==> config.mk <==
export PLATFORM = sky130hd
export DESIGN_NAME = clock_time_keeper
export DESIGN_NICKNAME = d
export VERILOG_FILES = /design/src/rtl/clock_time_keeper.sv
export SDC_FILE = /design/constraint.sdc
export NUM_CORES = 1
export LEC_CHECK = 0
export BUFFER_PORTS_ARGS = -buffer_cell sky130_fd_sc_hd__buf_2
export CAP_MARGIN = 10
export CORE_MARGIN = 4
export CORE_UTILIZATION = 61
export DETAILED_ROUTE_END_ITERATION = 12
export MAX_ROUTING_LAYER = met4
export PLACE_DENSITY = 0.87
export SYNTH_ARGS = -nofsm -noshare
export SYNTH_HDL_FRONTEND = slang
export SYNTH_SLANG_ARGS = --single-unit
==> constraint.sdc <==
create_clock -name CLK -period 4.4 [get_ports CLK]
set_clock_uncertainty 0.05 [all_clocks]
set_input_delay 0.44 -clock CLK [delete_from_list [all_inputs] [get_ports CLK]]
set_output_delay 0.44 -clock CLK [all_outputs]
set_load 0.02 [all_outputs]
==> src/rtl/clock_time_keeper.sv <==
// Time-of-day keeper: 1 Hz prescaler, BCD hour/minute/second counters and a
// RUN / SET_HOUR / SET_MIN mode machine driven by debounced button pulses.
module clock_time_keeper #(
    parameter int DIV = 50000000,
    parameter int CW  = 26
) (
    input  logic        CLK,
    input  logic        RST,
    input  logic [2:0]  BTN,
    output logic [7:0]  HOUR,
    output logic [7:0]  MIN,
    output logic [7:0]  SEC,
    output logic [1:0]  MODE,
    output logic        BLINK
);

    typedef enum logic [1:0] {
        RUN      = 2'b00,
        SET_HOUR = 2'b01,
        SET_MIN  = 2'b10,
        UNUSED   = 2'b11
    } mode_t;

    localparam logic [CW-1:0] CNT_MAX  = CW'(DIV - 1);
    localparam logic [CW-1:0] CNT_HALF = CW'(DIV / 2);

    // Two-digit BCD increment for minutes/seconds: 00..59, wraps to 00.
    function automatic logic [7:0] bcd_inc60(input logic [7:0] v);
        logic [7:0] r;
        if (v[3:0] == 4'd9) begin
            if (v[7:4] == 4'd5) begin
                r = 8'h00;
            end else begin
                r = {v[7:4] + 4'd1, 4'd0};
            end
        end else begin
            r = {v[7:4], v[3:0] + 4'd1};
        end
        return r;
    endfunction

    // Two-digit BCD increment for hours: units stop at 3 once tens reach 2.
    function automatic logic [7:0] bcd_inc24(input logic [7:0] v);
        logic [7:0] r;
        if (v == 8'h23) begin
            r = 8'h00;
        end else if (v[3:0] == 4'd9) begin
            r = {v[7:4] + 4'd1, 4'd0};
        end else begin
            r = {v[7:4], v[3:0] + 4'd1};
        end
        return r;
    endfunction

    mode_t         r_mode;
    mode_t         w_mode_nxt;
    logic [CW-1:0] r_cnt;
    logic [CW-1:0] w_cnt_nxt;
    logic [7:0]    r_hour;
    logic [7:0]    r_min;
    logic [7:0]    r_sec;
    logic          r_blink;
    logic [7:0]    w_hour_nxt;
    logic [7:0]    w_min_nxt;
    logic [7:0]    w_sec_nxt;
    logic          w_blink_nxt;
    logic          w_tick;
    logic          w_run;
    logic          w_set_hour;
    logic          w_set_min;
    logic          w_run_tick;
    logic          w_set_inc;

    assign w_tick     = (r_cnt == CNT_MAX);
    // A mode press steals the tick; a seconds clear suppresses it and any carry.
    assign w_run_tick = w_run & w_tick & ~BTN[0] & ~BTN[2];
    assign w_set_inc  = BTN[1] & ~BTN[0];

    // Mode state register
    always_ff @(posedge CLK) begin
        if (RST) begin
            r_mode <= RUN;
        end else begin
            r_mode <= w_mode_nxt;
        end
    end

    // Mode next-state logic
    always_comb begin
        w_mode_nxt = r_mode;
        case (r_mode)
            RUN: begin
                if (BTN[0]) begin
                    w_mode_nxt = SET_HOUR;
                end else begin
                    w_mode_nxt = RUN;
                end
            end
            SET_HOUR: begin
                if (BTN[0]) begin
                    w_mode_nxt = SET_MIN;
                end else begin
                    w_mode_nxt = SET_HOUR;
                end
            end
            SET_MIN: begin
                if (BTN[0]) begin
                    w_mode_nxt = RUN;
                end else begin
                    w_mode_nxt = SET_MIN;
                end
            end
            default: w_mode_nxt = RUN;
        endcase
    end

    // Mode decode
    always_comb begin
        w_run      = 1'b0;
        w_set_hour = 1'b0;
        w_set_min  = 1'b0;
        case (r_mode)
            RUN:      w_run      = 1'b1;
            SET_HOUR: w_set_hour = 1'b1;
            SET_MIN:  w_set_min  = 1'b1;
            default:  w_run      = 1'b0;
        endcase
    end

    // Prescaler and time-field next values
    always_comb begin
        w_cnt_nxt   = r_cnt;
        w_sec_nxt   = r_sec;
        w_min_nxt   = r_min;
        w_hour_nxt  = r_hour;
        w_blink_nxt = (r_mode != RUN) && (r_cnt < CNT_HALF);

        if (BTN[2]) begin
            w_cnt_nxt = {CW{1'b0}};
        end else if (w_tick) begin
            w_cnt_nxt = {CW{1'b0}};
        end else begin
            w_cnt_nxt = r_cnt + {{(CW-1){1'b0}}, 1'b1};
        end

        if (BTN[2]) begin
            w_sec_nxt = 8'h00;
        end else if (w_run_tick) begin
            w_sec_nxt = bcd_inc60(r_sec);
        end else begin
            w_sec_nxt = r_sec;
        end

        if (w_run_tick && (r_sec == 8'h59)) begin
            w_min_nxt = bcd_inc60(r_min);
        end else if (w_set_min && w_set_inc) begin
            w_min_nxt = bcd_inc60(r_min);
        end else begin
            w_min_nxt = r_min;
        end

        if (w_run_tick && (r_sec == 8'h59) && (r_min == 8'h59)) begin
            w_hour_nxt = bcd_inc24(r_hour);
        end else if (w_set_hour && w_set_inc) begin
            w_hour_nxt = bcd_inc24(r_hour);
        end else begin
            w_hour_nxt = r_hour;
        end
    end

    // Datapath registers
    always_ff @(posedge CLK) begin
        if (RST) begin
            r_cnt   <= {CW{1'b0}};
            r_sec   <= 8'h00;
            r_min   <= 8'h00;
            r_hour  <= 8'h00;
            r_blink <= 1'b0;
        end else begin
            r_cnt   <= w_cnt_nxt;
            r_sec   <= w_sec_nxt;
            r_min   <= w_min_nxt;
            r_hour  <= w_hour_nxt;
            r_blink <= w_blink_nxt;
        end
    end

    assign HOUR  = r_hour;
    assign MIN   = r_min;
    assign SEC   = r_sec;
    assign MODE  = r_mode;
    assign BLINK = r_blink;

endmodule

### Yosys cells after proc, flatten, opt, wreduce, memory -nomap -nowiden

Index checks and enable logic that the tools add are counted.

* add/subtract/negate cells: 7
* order comparisons: 1
* eq/ne operators: 11
* mux-type cells: 17
* bitwise gates (word level): 6
* reduce and logical (&&, ||, !) cells: 12

Operators with widths (count)
* $mux 8: 9
* $add 26x1->26 const B: 1
* $eq 26x26->1 const B: 1
* $lt 26x25->1 const B: 1
* $add 4x1->4 const B: 6
* $eq 8x7->1 const B: 2
* $eq 4x4->1 const B: 3
* $eq 4x3->1 const B: 2
* $eq 8x6->1 const B: 1
* $pmux 2 s3: 1
* $reduce_bool 2->1: 3
* $logic_and 1x1->1: 5
* $and 1x1->1: 4
* $mux 1: 4
* $mux 2: 2
* $mux 4: 1
* $reduce_or 3->1: 1
* $eq 2x1->1 const B: 1
* $eq 2x2->1 const B: 1
* $logic_not 2->1: 1
* $not 1->1: 2
* $reduce_and 2->1: 1
* $reduce_or 2->1: 1

* register bits: 53
* input port bits: 5
* output and inout port bits: 27
* logic and storage cells: 61

### Depth between registers and ports, before layout

Gate-level depths: netlist of run 1.

* word-level depth: 8
* gate-level depth with buffers: 8
* gate-level depth less buffers: 7

### Worst setup path before layout of run 1

No wires, ideal clock.

* kind: register -> register
* from: reg r_cnt[0]
* to: reg r_hour[7] (netlist: HOUR[7])
* setup time: 0.123 ns
* arrival: 2.363 ns
* data required time: 4.227 ns
* slack: 1.864 ns
* cell stages (with the launch flop): 9
* buffers on the path: 2
* period minus slack after synthesis: 2.536 ns
* cell sequence: dfxtp_1 > ha_1 > nand3_1 > or4_1 > buf_2 > or4_4 > buf_6 > a21oi_1 > mux2_1

* cells in the longest elaborated chain, start to end: 7
* elaborated cells between the ends (all ways): 8

RTL lines
* from (decl): RTL line 57 `logic [CW-1:0] r_cnt;`
* from (signal assigned): RTL line 174 `r_cnt <= {CW{1'b0}};`
* from (signal assigned): RTL line 180 `r_cnt <= w_cnt_nxt;`
* $eq 26x26->1 (*): RTL line 74 `assign w_tick = (r_cnt == CNT_MAX);`
* $and 1x1->1 (*) (3 in series): RTL line 76 `assign w_run_tick = w_run & w_tick & ~BTN[0] & ~BTN[2];`
* $logic_and 1x1->1 (*) (2 in series): RTL line 162 `if (w_run_tick && (r_sec == 8'h59) && (r_min == 8'h59)) begin`
* $mux 8 / $reduce_bool 2->1 (equally long branches)
* to (signal assigned): RTL line 183 `r_hour <= w_hour_nxt;`
* to (decl): RTL line 59 `logic [7:0] r_hour;`

Every way passes the cells marked *; elsewhere a longest branch is shown, timed or not.
A chain may end at the register's enable or synchronous reset.

### Worst setup path in the final report of run 1

* from: reg r_cnt[0]
* to: reg r_hour[2] (netlist: HOUR[2])

The elaborated chain is that of the path after synthesis.

==> flow_metrics.env, run 1 <==
export IMPL_status="completed"
export IMPL_syn_cell_area_sq_um=2740
export IMPL_grt_pass1_wl_um=9600
export IMPL_synth_compound_area_frac=0.125
export IMPL_cts_buffer_depth=2
export IMPL_fin_util=0.692
export IMPL_syn_nets=335
export IMPL_nets=365
export IMPL_synth_area_per_cell_sq_um=8.42
export IMPL_crit_path_max_incr_delay_ns=0.66
export IMPL_cap_violations=0
export IMPL_hold_viol=0
export IMPL_hpwlAfterDp_um=4250
export IMPL_synth_mux_area_frac=0.0238
export IMPL_setup_tns_ns=0
export IMPL_routedWlPerCell_um=14.5
export IMPL_peakVddDrop_mv=0.171
export IMPL_slew_violations=0
export IMPL_max_freq_mhz=380
export IMPL_antenna_left=0
export IMPL_grt_total_usage=0.222
export IMPL_overflow=0
export IMPL_yosysSeqAreaShare=0.388
export IMPL_worstPathArrival_ns=2.79
export IMPL_tritoncts="yes"
export IMPL_ys_ff_latch=53
export IMPL_synthFlopType="dfxtp_1"
export IMPL_synth_area_leader_cell="dfxtp_1"
export IMPL_wirelength_um=5920
export IMPL_pre_cts_ws_ns=1.79
export IMPL_cts_htree_levels=2
export IMPL_num_antenna_cells=0
export IMPL_worst_path_buf_inv=0
export IMPL_grt_busiest_layer="met2"
export IMPL_ys_warn_count=0
export IMPL_critPathMaxFanout=6
export IMPL_synth_fa_ha_area_frac=0.0229
export IMPL_yosys_area_share_xor_xnor=0.0768
export IMPL_use_met2=0.358
export IMPL_dr_first_iter_drc_count=179
export IMPL_cp_top_family="simple AND/OR/NAND/NOR gates"
export IMPL_hold_buffers=0
export IMPL_numCtsBuffers=5
export IMPL_critPathLaunchType="flip-flop"
export IMPL_synth_distinct_cells=56
export IMPL_hold_slack_ns=0.382
export IMPL_fillerInstances=345
export IMPL_power_density_nw_per_um2=272
export IMPL_clock_root_buffer="clkbuf_8"
export IMPL_rows=24
export IMPL_async_flop_share=0
export IMPL_critical_path_cell_chain="ha_1 -> nand3_1 -> or4_1 -> nor4_1 -> o21ai_0 -> mux2_2"
export IMPL_netlist_instances=325
export IMPL_worstSkewPairLatency_ns=0.31
export IMPL_vias=2489
export IMPL_final_min_clock_period_ns=2.63
export IMPL_clk_pin_slew_worst_paths_ns=0.10
export IMPL_met1_usage=0.277
export IMPL_synthSimpleGateAreaFrac=0.328
export IMPL_synth_edff_count=0
export IMPL_synth_area_top_cells="dfxtp_1 39%, nor2_1 5.6%, xnor2_1 5.1%"
export IMPL_die_area_sq_um=5620
export IMPL_required_ns=4.55
export IMPL_antenna_found_initial=0
export IMPL_drtPass1Iterations=5
export IMPL_placed_cells=400
export IMPL_synth_top_family_by_area="simple AND/OR/NAND/NOR gates"
export IMPL_min_path_type="in2reg"
export IMPL_cts_resized=0
export IMPL_grtUsageMet3=0.0481
export IMPL_grt_pass1_vias=2173
export IMPL_post_cts_buffers=0
export IMPL_drcViolationCount=0
export IMPL_drive_gt1_frac=0.146
export IMPL_rsz0062_at_grt="no"
export IMPL_crit_path_end_kind="flip-flop"
export IMPL_io_buffers=31
export IMPL_start_util=0.628
export IMPL_io_pins=32
export IMPL_cpMaxStageDelayCell="nor4_1"
export IMPL_final_cell_count_no_fill=408
export IMPL_p_leak_uw=0.00105
export IMPL_setup_ws_ns=1.77
export IMPL_gp_congestion=0.883
export IMPL_die_y_um=75.0
export IMPL_criticalPathCategory="reg2reg"
export IMPL_grt_max_degree=35
export IMPL_fin_crit_sh=0.599
export IMPL_coreArea_sq_um=4350
export IMPL_yosysTopAreaCellShare=0.388
export IMPL_viasPerCell=6.10
export IMPL_cts_sinks=53
export IMPL_worst_pin_slew_ns=0.851
export IMPL_die_w_um=75.0
export IMPL_finalSetupViolations=0
export IMPL_area_growth_pct=10.1
export IMPL_maxSlewHeadroom=0.428
[path summary, 6_finish.rpt]
| path | startpoint | to | slack [ns] | depth (start not counted) |
|---|---|---|---|---|
| worst max-delay path | r_cnt[0] | HOUR[2] | 1.77 | 6 |
| worst min-delay path | BTN[2] | SEC[3] | 0.38 | 3 |
| worst max register to register | r_cnt[0] | HOUR[2] | 1.77 | 6 |
| worst min register to register | r_cnt[0] | r_cnt[0] | 0.42 | 1 |
[synth_stat cells (5+ instances only)]
master    number
dfxtp_1       53
nor2_1        41
nand2_1       19
a21oi_1       17
xnor2_1       16
nand3_1       15
inv_1         14
nor3_1        13
o21ai_0       11
nand4_1       10
nor4_1         9
xor2_1         8
clkbuf_1       6
nor3b_1        6
or3_1          6
ha_1           5
nand2b_1       5
nor2b_1        5
[final cells by class]
cell class,instances,area (sq um),area share
well taps,52,65.1,0.0216
inverters,15,56.3,0.0187
flip-flops and latches,53,1060,0.352
clock buffers,5,68.8,0.0228
clock inverters,3,22.5,0.00748
repair buffers,32,163,0.0540
multi-input cells,248,1580,0.523
[power breakdown]
part	leakage [uW]	internal (uW)	switching (uW)	total (uW)
clock	0.0000481	113	164	277
sequential	0.000428	486	8.87	495
combinational	0.000576	17.1	30.4	47.5
[per-layer routing]
layer	wire, um	part of all wire
met1	2750	0.47
met2	2790	0.47
met5	0	0
met3	308	0.052
met4	67	0.011
[through the flow]
step	instance area (sq um)	total power, uW
CTS	3010	826
global placement	2920	553
global route	3010	854
floorplan	2740	538
detailed placement	2920	554
finish	3010	820
[placed cells by master, fill, tap and decap left out, drive strengths merged, types with 8 or more instances in the layout]
cell type  Yosys  final
nand3         16     16
buf            3     32
inv           15     15
xnor2         16     16
xor2           8      8
nor3          13     13
nand2         19     19
dfxtp         53     53
a21oi         18     18
nor4          10     10
nand4         10     10
o21ai         12     12
nor2          41     41
[registers in the layout, indices dropped and copies added, names as in the netlist]
signal and cells:
r_cnt 26, HOUR 8, MIN 8, SEC 8, MODE 2, BLINK 1
[cell families (layout without fill, tap and decap cells)]
kind of cell | count (synthesis) | in the layout
buf+inv | 24 | 55
mux | 6 | 6
fa+ha+maj | 5 | 5
simple gates | 160 | 160
xor+xnor | 24 | 24
compound gates | 53 | 53
flops | 53 | 53
[tightest hold or removal path, delay by kind of cell]
family / cells / cell delay, ns
and+or+nand+nor: 1 / 0.07
AOI/OAI and AO/OA: 1 / 0.10
buffers and inverters: 1 / 0.10
No activity file was read; power rests on OpenSTA's default activity.
==> inputs of run 2 (changes only) <==
ABC_AREA = 1   (was not set)
CORE_UTILIZATION = 53   (was 61)
PLACE_DENSITY = 0.8   (was 0.87)
clock period = 2.2 ns   (was 4.4 ns; I/O delays follow)
==> run 2 against run 1 <==
  * First-iteration DRC count fell by 2.8%
  * Utilization is 8.5 points lower
  * Total power rose by 110%
  * Cell area rose by 10%
  * Synthesized cell count up 35%
  * Global-route usage decreased by 1.5 points
  * Largest cell class unchanged
  * Sequential share of layout area shrank 3.3 points
  * Register-to-register slack got worse by 1.5 ns
  * Worst setup slack worse by 1.5 ns
  * Critical path type unchanged
  * Critical path depth up 4
  * Worst hold slack got worse by 0.19 ns
  * Clock power up 140%
==> flow_metrics.env, run 2 <==
export IMPL_combPwrFrac=0.050
export IMPL_grt_max_degree=17
export IMPL_p_leak_uw=0.00130
export IMPL_final_area_sq_um=3320
export IMPL_synth_area_leader_cell="dfxtp_1"
export IMPL_yosysSeqAreaShare=0.355
export IMPL_max_freq_mhz=512
export IMPL_wirelength_um=6710
export IMPL_critPathLaunchType="flip-flop"
export IMPL_ys_ff_latch=53
export IMPL_syn_cell_area_sq_um=2990
export IMPL_syn_nets=450
export IMPL_drtPass1Iterations=4
export IMPL_die_w_um=83.1
export IMPL_crit_path_start="r_cnt[0]"
export IMPL_peakVddDrop_mv=0.402
export IMPL_wirelength_met1_um=3210
export IMPL_setup_tns_ns=0
export IMPL_rsz0062_at_grt="no"
export IMPL_rrSetupSlack_ns=0.25
export IMPL_gp_congestion=1.04
export IMPL_clock_root_buffer="clkbuf_8"
export IMPL_maxSlewHeadroom=0.710
export IMPL_synth_most_common_cell="nand2_1"
export IMPL_min_path_type="in2reg"
export IMPL_die_area_sq_um=6910
export IMPL_coreArea_sq_um=5470
export IMPL_clk_pin_slew_worst_paths_ns=0.11
export IMPL_slew_violations=0
export IMPL_rows=27
export IMPL_fin_total_pwr_uw=1730
export IMPL_cts_htree_levels=2
export IMPL_crit_path_max_incr_delay_ns=0.44
export IMPL_hpwlAfterDp_um=5190
export IMPL_wl_met3_um=301
export IMPL_cts_resized=0
export IMPL_worstSkewPairLatency_ns=0.32
export IMPL_finalSetupViolations=0
export IMPL_largest_register_ffs=26
export IMPL_synth_commonest_cells="93 x nand2_1, 70 x nor2_1, 53 x dfxtp_1"
export IMPL_dr_first_iter_drc_count=174
export IMPL_final_min_clock_period_ns=1.95
export IMPL_internal_power_uw=1340
export IMPL_fillerInstances=549
export IMPL_area_growth_pct=11.1
export IMPL_io_buffers=31
export IMPL_p_clk_frac=0.384
export IMPL_mostFrequentLayoutCell="nand2_1"
export IMPL_synth_distinct_cells=42
export IMPL_crit_path_end="HOUR[6]"
export IMPL_grt_pass1_wl_um=11900
export IMPL_power_density_nw_per_um2=522
export IMPL_placed_area_sq_um=3210
export IMPL_r2r_end="HOUR[6]"
export IMPL_num_antenna_cells=0
export IMPL_antenna_left=0
export IMPL_regMostFlops="r_cnt"
export IMPL_synth_edff_count=0
export IMPL_required_ns=2.37
export IMPL_nets=485
export IMPL_cpMaxStageDelayCell="dfxtp_1"
export IMPL_r2r_cells=10
export IMPL_worstReg2RegStart="r_cnt[0]"
export IMPL_worst_pin_slew_ns=0.431
export IMPL_routedWlPerCell_um=12.2
export IMPL_top_layer_used="met4"
export IMPL_netlist_instances=440
export IMPL_cts_buffer_depth=2
export IMPL_multi_input_area_sq_um=1670
export IMPL_vias=2913
export IMPL_seq_power_share=0.566
export IMPL_synthFlopType="dfxtp_1"
export IMPL_wl_met2_um=3100
export IMPL_async_flop_share=0
export IMPL_status="completed"
export IMPL_antenna_found_initial=0
export IMPL_io_pins=32
export IMPL_regArea_sq_um=1060
export IMPL_start_util=0.546
export IMPL_hold_buffers=0
export IMPL_criticalPathCategory="reg2reg"
export IMPL_critPathMaxFanout=12
export IMPL_swShare=0.226
export IMPL_final_cell_count_no_fill=548
export IMPL_grt_pass1_vias=2726
export IMPL_fin_crit_sh=0.887
export IMPL_drive_gt1_frac=0.153
export IMPL_worstPathArrival_ns=2.12
export IMPL_ys_warn_count=0
export IMPL_synth_area_per_cell_sq_um=6.79
export IMPL_numCtsBuffers=5
export IMPL_grt_total_usage=0.207
export IMPL_critical_path_cell_chain="ha_1 -> nand2_2 -> nor2_8 -> nand3_4 -> nor2_4 -> nand4_2 -> nand2_2 -> nand2_1 -> nand3_1 -> nand2_1"
export IMPL_fin_util=0.607
export IMPL_overflow=0
export IMPL_power_switching_uw=392
export IMPL_die_y_um=83.1
export IMPL_cts_sinks=53
export IMPL_layout_common_cells="93 x nand2_1, 70 x nor2_1, 53 x dfxtp_1, 47 x inv_1, 33 x nand3_1"
export IMPL_viasPerCell=5.32
export IMPL_post_cts_buffers=0
export IMPL_hold_viol=0
export IMPL_cap_violations=0
export IMPL_synth_area_top_cells="dfxtp_1 35%, nand2_1 12%, nor2_1 8.8%"
export IMPL_yosysTopAreaCellShare=0.355
export IMPL_drcViolationCount=0
export IMPL_placed_cells=540
export IMPL_crit_path_end_kind="flip-flop"
export IMPL_tritoncts="yes"
==> run 2: worst min path at each step <==
stage | startpoint | endpoint | slack (ns) | cells past startpoint
floorplan | RST | BLINK | 0.33 | 2
global placement | r_cnt[12] | r_cnt[12] | 0.42 | 1
global route | RST | HOUR[3] | 0.21 | 2
finish | RST | HOUR[0] | 0.19 | 2
detailed placement | MIN[1] | MIN[1] | 0.43 | 2
CTS | BTN[0] | SEC[7] | 0.19 | 4
==> run 2: cells by family (layout without fill, tap and decap cells) <==
| family | count (synthesis) | after routing | share of synthesized area |
|---|---|---|---|
| compound gates | 53 | 53 | 0.103 |
| xor+xnor | 10 | 10 | 0.0293 |
| fa+ha+maj | 5 | 5 | 0.0209 |
| buf+inv | 62 | 98 | 0.0862 |
| flops | 53 | 53 | 0.355 |
| simple gates | 257 | 257 | 0.405 |
==> run 2: layer usage <==
layer	track usage	vias up
li1	-	1496
met1	0.264	1348
met2	0.331	58
met3	0.0397	11
met4	0.0669	0
met5	-	-
==> run 2: area by class of cell <==
cell class	count	area share
clock inverters	2	0.0117
clock buffers	6	0.0219
inverters	56	0.0633
repair buffers	34	0.0535
multi-input cells	325	0.503
well taps	72	0.0271
flip-flops and latches	53	0.320
==> run 2: through the flow <==
stage / setup WS [ns] / hold slack, ns
6_report: 0.248 / 0.191
5_1_grt: 0.0407 / 0.207
4_1_cts: 0.254 / 0.191
3_3_place_gp: 0.376 / 0.424
3_5_place_dp: 0.275 / 0.434
2_1_floorplan: 0.506 / 0.327
==> run 2: critical path, delay by kind of cell (launching register included) <==
kind	cells	cell delay (ns)
flops	1	0.44
fa+ha+maj	1	0.22
simple gates	9	1.15
==> run 2: power by group through the flow <==
stage	registers (uW)	clock network (uW)	logic (uW)
floorplan	1010	0	50.2
global placement	1000	0	85.6
detailed placement	1000	0	86.7
CTS	981	681	87.2
global route	983	718	97.1
finish	981	664	86.6
